**config.mk**
```make
export PLATFORM = sky130hd
export DESIGN_NAME = apb_i2c_master_ctrl
export DESIGN_NICKNAME = d
export VERILOG_FILES = /design/src/rtl/apb_i2c_master_ctrl.sv
export SDC_FILE = /design/constraint.sdc
export NUM_CORES = 1
export LEC_CHECK = 0
export BUFFER_PORTS_ARGS = -buffer_cell sky130_fd_sc_hd__buf_2
export CORE_MARGIN = 10
export CORE_UTILIZATION = 40
export CTS_CLUSTER_SIZE = 25
export DETAILED_ROUTE_END_ITERATION = 8
export MAX_ROUTING_LAYER = met4
export PLACE_DENSITY = 0.74
export SLEW_MARGIN = 20
export SYNTH_ARGS = -nofsm -noshare
export SYNTH_HDL_FRONTEND = slang
export SYNTH_SLANG_ARGS = --single-unit
```
**constraint.sdc**
```tcl
create_clock -name PCLK -period 1.4 [get_ports PCLK]
set_input_delay 0.14 -clock PCLK [delete_from_list [all_inputs] [get_ports PCLK]]
set_output_delay 0.14 -clock PCLK [all_outputs]
set_load 0.02 [all_outputs]
```
**src/rtl/apb_i2c_master_ctrl.sv**
```systemverilog
// APB requester for the I2C bridge register file: one command at a time, SETUP/ACCESS, PREADY wait.
// Optional ACCESS-phase timeout is enabled by defining APB_TIMEOUT_EN.
module apb_i2c_master_ctrl #(
  parameter int unsigned ADDR_W      = 8,
  parameter int unsigned DATA_W      = 8,
  parameter int unsigned TIMEOUT_CYC = 16
) (
  input  logic              PCLK,
  input  logic              PRESETn,
  input  logic              cmd_valid,
  output logic              cmd_ready,
  input  logic              cmd_write,
  input  logic [ADDR_W-1:0] cmd_addr,
  input  logic [DATA_W-1:0] cmd_wdata,
  output logic              rsp_valid,
  output logic [DATA_W-1:0] rsp_rdata,
  output logic              rsp_err,
  output logic              PSELx,
  output logic              PENABLE,
  output logic              PWRITE,
  output logic [ADDR_W-1:0] PADDR,
  output logic [DATA_W-1:0] PWDATA,
  input  logic [DATA_W-1:0] PRDATA,
  input  logic              PREADY,
  input  logic              PSLVERR
);

  typedef enum logic [1:0] {IDLE, SETUP, ACCESS} state_e;

  state_e            state_q, state_d;
  logic              cmd_ready_q, cmd_ready_d;
  logic              psel_q, psel_d;
  logic              penable_q, penable_d;
  logic              pwrite_q, pwrite_d;
  logic [ADDR_W-1:0] paddr_q, paddr_d;
  logic [DATA_W-1:0] pwdata_q, pwdata_d;
  logic              rsp_valid_q, rsp_valid_d;
  logic [DATA_W-1:0] rsp_rdata_q, rsp_rdata_d;
  logic              rsp_err_q, rsp_err_d;
  logic              accept;
  logic              wr_addr_ok;

`ifdef APB_TIMEOUT_EN
  localparam int unsigned CNT_W = $clog2(TIMEOUT_CYC + 1);
  logic [CNT_W-1:0] cnt_q, cnt_d;
`else
  logic unused_cfg;
  assign unused_cfg = (TIMEOUT_CYC != 0);
`endif

  // cmd_ready_q is only ever set while IDLE, so it alone qualifies acceptance
  assign accept     = cmd_valid && cmd_ready_q;
  assign wr_addr_ok = (cmd_addr == ADDR_W'(0)) || (cmd_addr == ADDR_W'(1)) ||
                      (cmd_addr == ADDR_W'(2)) || (cmd_addr == ADDR_W'(4));

  // Next-state and registered-output logic
  always_comb begin
    state_d     = state_q;
    cmd_ready_d = cmd_ready_q;
    psel_d      = psel_q;
    penable_d   = penable_q;
    pwrite_d    = pwrite_q;
    paddr_d     = paddr_q;
    pwdata_d    = pwdata_q;
    rsp_valid_d = 1'b0;
    rsp_rdata_d = '0;
    rsp_err_d   = 1'b0;
`ifdef APB_TIMEOUT_EN
    cnt_d       = cnt_q;
`endif
    case (state_q)
      IDLE: begin
        cmd_ready_d = 1'b1;
        if (accept) begin
          cmd_ready_d = 1'b0;
          if (cmd_write && !wr_addr_ok) begin
            rsp_valid_d = 1'b1;
            rsp_err_d   = 1'b1;
          end else begin
            state_d  = SETUP;
            psel_d   = 1'b1;
            pwrite_d = cmd_write;
            paddr_d  = cmd_addr;
            pwdata_d = cmd_wdata;
          end
        end
      end
      SETUP: begin
        state_d   = ACCESS;
        penable_d = 1'b1;
`ifdef APB_TIMEOUT_EN
        cnt_d     = '0;
`endif
      end
      ACCESS: begin
        if (PREADY) begin
          state_d     = IDLE;
          psel_d      = 1'b0;
          penable_d   = 1'b0;
          cmd_ready_d = 1'b1;
          rsp_valid_d = 1'b1;
          rsp_rdata_d = pwrite_q ? '0 : PRDATA;
          rsp_err_d   = PSLVERR;
        end
`ifdef APB_TIMEOUT_EN
        else if (cnt_q == CNT_W'(TIMEOUT_CYC - 1)) begin
          state_d     = IDLE;
          psel_d      = 1'b0;
          penable_d   = 1'b0;
          cmd_ready_d = 1'b1;
          rsp_valid_d = 1'b1;
          rsp_err_d   = 1'b1;
        end else begin
          cnt_d = cnt_q + CNT_W'(1);
        end
`endif
      end
      default: state_d = IDLE;
    endcase
  end

  always_ff @(posedge PCLK or negedge PRESETn) begin
    if (!PRESETn) begin
      state_q     <= IDLE;
      cmd_ready_q <= 1'b0;
      psel_q      <= 1'b0;
      penable_q   <= 1'b0;
      pwrite_q    <= 1'b0;
      paddr_q     <= '0;
      pwdata_q    <= '0;
      rsp_valid_q <= 1'b0;
      rsp_rdata_q <= '0;
      rsp_err_q   <= 1'b0;
`ifdef APB_TIMEOUT_EN
      cnt_q       <= '0;
`endif
    end else begin
      state_q     <= state_d;
      cmd_ready_q <= cmd_ready_d;
      psel_q      <= psel_d;
      penable_q   <= penable_d;
      pwrite_q    <= pwrite_d;
      paddr_q     <= paddr_d;
      pwdata_q    <= pwdata_d;
      rsp_valid_q <= rsp_valid_d;
      rsp_rdata_q <= rsp_rdata_d;
      rsp_err_q   <= rsp_err_d;
`ifdef APB_TIMEOUT_EN
      cnt_q       <= cnt_d;
`endif
    end
  end

  assign cmd_ready = cmd_ready_q;
  assign PSELx     = psel_q;
  assign PENABLE   = penable_q;
  assign PWRITE    = pwrite_q;
  assign PADDR     = paddr_q;
  assign PWDATA    = pwdata_q;
  assign rsp_valid = rsp_valid_q;
  assign rsp_rdata = rsp_rdata_q;
  assign rsp_err   = rsp_err_q;

endmodule
```
==> results.md <==
- Setup repair after global routing could not meet its margin everywhere.
- The first-pass iteration count of the detailed router is 2.
- The largest total area in the synthesized netlist belongs to sky130_fd_sc_hd__dfrtp_1.
- The all-layer global routing usage is 12.5%.
- The total power consumption of the routed design is 3.83 mW.
- The flow ran to the end, but the final reports show violations.
- The maximum clock path buffer count is 2.
- The post-synthesis to final-layout area growth is 49.8%.
- The complex-gate fraction of the synthesized area is 6.09%.
- Traced cell by cell, the critical path runs through nor2_2, nand3_2, a21oi_4, buf_6, mux2_4.
- For this run, the register share of the synthesized area comes to 65.0%.
- Leaving out fill and tap cells, the most frequent cell in the layout is sky130_fd_sc_hd__buf_2.
- The highest attainable clock frequency is 692 MHz.
- The average via count per standard cell is 4.89.
- The vertical extent of the die is 75.5 µm.
- The largest incremental delay on the critical path is 0.41 ns.
- The checks that failed: setup timing.
- The critical path is of the flop to flop type.
- The residual antenna-violating net count after detailed routing is 0.
- Between clock sinks in the finished design, the worst skew comes to 0.00889 ns.
- The worst setup slack after placement is -0.180 ns.
- Measured against the total synthesized area, the mux share comes to 17.7%.
- The final routed wirelength across all metal layers is 3.25 mm.
- The count of vias placed by the detailed router is 983.
- In the finished design, the share of the clock period the worst path needs comes to 103%.
- The worst relative slew slack is 53.9%.
- Summing every instance area after synthesis gives 1230 µm².
- The initial antenna violation count was 0.
- The proportion of netlist area held by the largest area contributor is 65.0%.
- The CTS tree is yes.
- In this run, the number of DRC markers left after iteration 0 of detailed routing was 15.
- The number of standard-cell rows in the floorplan is 20.
- After detailed routing, the average wire length per cell comes to 16.2 µm.
- After Yosys synthesis, and, or, nand and nor cells account for 9.04% of the synthesized area.
- The via count of the first global-routing pass was 1089.
- The power density of the placed cells is 2070 nW/µm².
- For this run, design rule violations remaining after detail routing come to 0.
- For the pin with the worst max-slew slack, the measured transition is 0.691 ns.
- The number of max-slew violations in the final report was 0.
- The final hold violation count was 0.
- The source-to-sink clock delay at the later pin of the worst-skew pair is 0.34 ns.
- The number of I/O port buffers is 59.
- The fraction of synthesis flops using an asynchronous set or reset pin is 100%.
- The slowest stage of the critical path is the sky130_fd_sc_hd__dfrtp_1 cell.
- The starting density of the core is 41.0%.
- The clock-pin slew reported for the worst setup and hold paths after clock tree synthesis is 0.10 ns.
- The half-perimeter wire length after detailed placement is 2.40 mm.
- The CTS sink count is 32.
- The final-layout fill cell count is 257.
- The class of the tightest hold or removal check is primary input to flop.
- CTS placed an instance of sky130_fd_sc_hd__clkbuf_4 at the clock tree root.
- The kind of cell with the highest combined delay along the critical path is flip-flops.
- The wire length of the first global-routing pass is 5.09 mm.
- After floorplanning, the core was sized to cover 3000 µm².
- The final layout contains 197 nets.
- At the worst endpoint, the arrival time is 1.67 ns.
- The leakage power is 0.983 nW.
- The count of placed standard cells in the final layout, fillers left out is 201.
- The startpoint type of the worst setup path is a flop.
- Setup violations remaining at the end of the flow were counted as 16.
- The dominant combinational cell family by area after synthesis is multiplexers.
- The antenna diode instance count is 0.
- Yosys attributes the largest share of cell area to sky130_fd_sc_hd__dfrtp_1, sky130_fd_sc_hd__mux2_2, sky130_fd_sc_hd__mux2_4.
- The synthesized netlist devotes 0% of its cell area to adder and majority cells.
- The placer congestion estimate is 0.820.
- In this run the number of H-tree levels came out at 2.
- The maximum number of pins on one net before global-route repair is 33.
- The element type at the critical path end is a flop.
- The number of synthesized flops with an enable pin is 0.
- The die is 75.5 µm wide.
- For this run, the number of Yosys warnings is 0.
- The ratio of cells with drive above 1 in the final layout is 60.1%.
- The overall overflow remaining after global route is 0.
- The gate count of the mapped netlist is 83.
- Synthesis instantiated 18 different standard cells from the library.
- The floorplan step defined a die boundary enclosing 5700 µm².
- For this design the top-level I/O count stands at 60.
- Across the VDD grid, the largest voltage drop is 1.08 mV.
- The final setup TNS is -0.602 ns.
- The net count after synthesis is 113.
- The library cells used most frequently in the layout, excluding fill and tap cells, are sky130_fd_sc_hd__buf_2, sky130_fd_sc_hd__dfrtp_1, sky130_fd_sc_hd__mux2_4, sky130_fd_sc_hd__buf_4.
- The shortest period the worst path allows is 1.45 ns.
- Dividing the synthesized area by the synthesized cell count gives 14.8 µm².
- The count of buffer and inverter cells on the critical path is 1.
- The number of cells after detailed placement is 183.
- In the synthesized netlist the dominant register cell turns out to be sky130_fd_sc_hd__dfrtp_1.
- Of all nets on the critical path, the largest fanout is 7.
- The tool flagged a number of max-cap violations equal to 0.
- For the worst setup path, the data required time is 1.63 ns.
- The number of buffers inserted during clock tree synthesis is 5.
- The synthesized design contains 32 register bits.
- The synthesized netlist devotes 0% of its cell area to XOR and XNOR gates.
- The slack of the critical path is -0.0451 ns.
- The tightest hold path in the finished design has a slack of 0.0122 ns.
## sequential cells by signal, summed over array words and instances (netlist names)
name / flops
rsp_err: 1
PWDATA: 8
PWRITE: 1
PADDR: 8
PENABLE: 1
PSELx: 1
rsp_rdata: 8
state_q: 2
cmd_ready: 1
rsp_valid: 1
## synth_stat cells (2+ instances only)
| library cell | instances |
|---|---|
| sky130_fd_sc_hd__o21ai_0 | 3 |
| sky130_fd_sc_hd__nor2_1 | 6 |
| sky130_fd_sc_hd__mux2_2 | 10 |
| sky130_fd_sc_hd__mux2_4 | 7 |
| sky130_fd_sc_hd__and2_1 | 8 |
| sky130_fd_sc_hd__dfrtp_1 | 32 |
| sky130_fd_sc_hd__inv_1 | 2 |
| sky130_fd_sc_hd__nand3_1 | 3 |
| sky130_fd_sc_hd__a21oi_1 | 3 |
## cells by family after synthesis
kind of cell    Yosys count
mux                      17
compound gates           10
simple gates             21
flops                    32
buf+inv                   3
## report_power, final
part	switching, mW	total, mW	internal [mW]
registers	0.191	1.45	1.26
logic	0.818	1.58	0.760
clock network	0.328	0.802	0.474
## worst paths after layout
| check | start | to | slack [ns] | cells past startpoint |
|---|---|---|---|---|
| max | state_q[1]$_DFFE_PN0P_ | PADDR[2]$_DFFE_PN0P_ | -0.05 | 5 |
| min | PRDATA[0] | rsp_rdata[0]$_DFF_PN0_ | 0.01 | 2 |
| max reg2reg | state_q[1]$_DFFE_PN0P_ | PADDR[2]$_DFFE_PN0P_ | -0.05 | 5 |
| min reg2reg | PADDR[7]$_DFFE_PN0P_ | PADDR[7]$_DFFE_PN0P_ | 0.51 | 1 |
| max in group asynchronous | PRESETn | state_q[0]$_DFFE_PN0P_ | 0.58 | 2 |
| min in group asynchronous | PRESETn | rsp_err$_DFF_PN0_ | 0.37 | 2 |
## area by class of cell
cell class                 count  area [µm²]  share of cell area [%]
sequential                    32         801                    43.4
timing repair buffer          78         465                    25.2
multi-input combinational     48         437                    23.6
clock buffer                   7        65.1                    3.52
tap                           33        41.3                    2.24
clock inverter                 1        30.0                    1.63
inverter                       2        7.51                   0.407
## per-layer routing
metal	share of wire, %	GRT usage (%)
met5	0	-
met4	1.4	7.42
met3	12	6.12
met2	49	19.2
met1	38	12.8
## through the flow
step,utilization [%],instance area [µm²]
floorplan,-,1240
global placement,54.1,1620
finish,61.5,1850
detailed placement,54.1,1620
global route,61.5,1850
CTS,61.2,1840
## repair_timing
action | CTS | global route
setup buffers | 1 | 1
endpoints found under the hold margin | 39 | 0
pin swaps | 2 | 1
hold buffers | 8 | 0
setup endpoints to repair | 14 | 24
gates resized for setup | 8 | 1
Power figures use the tool's default switching activity.
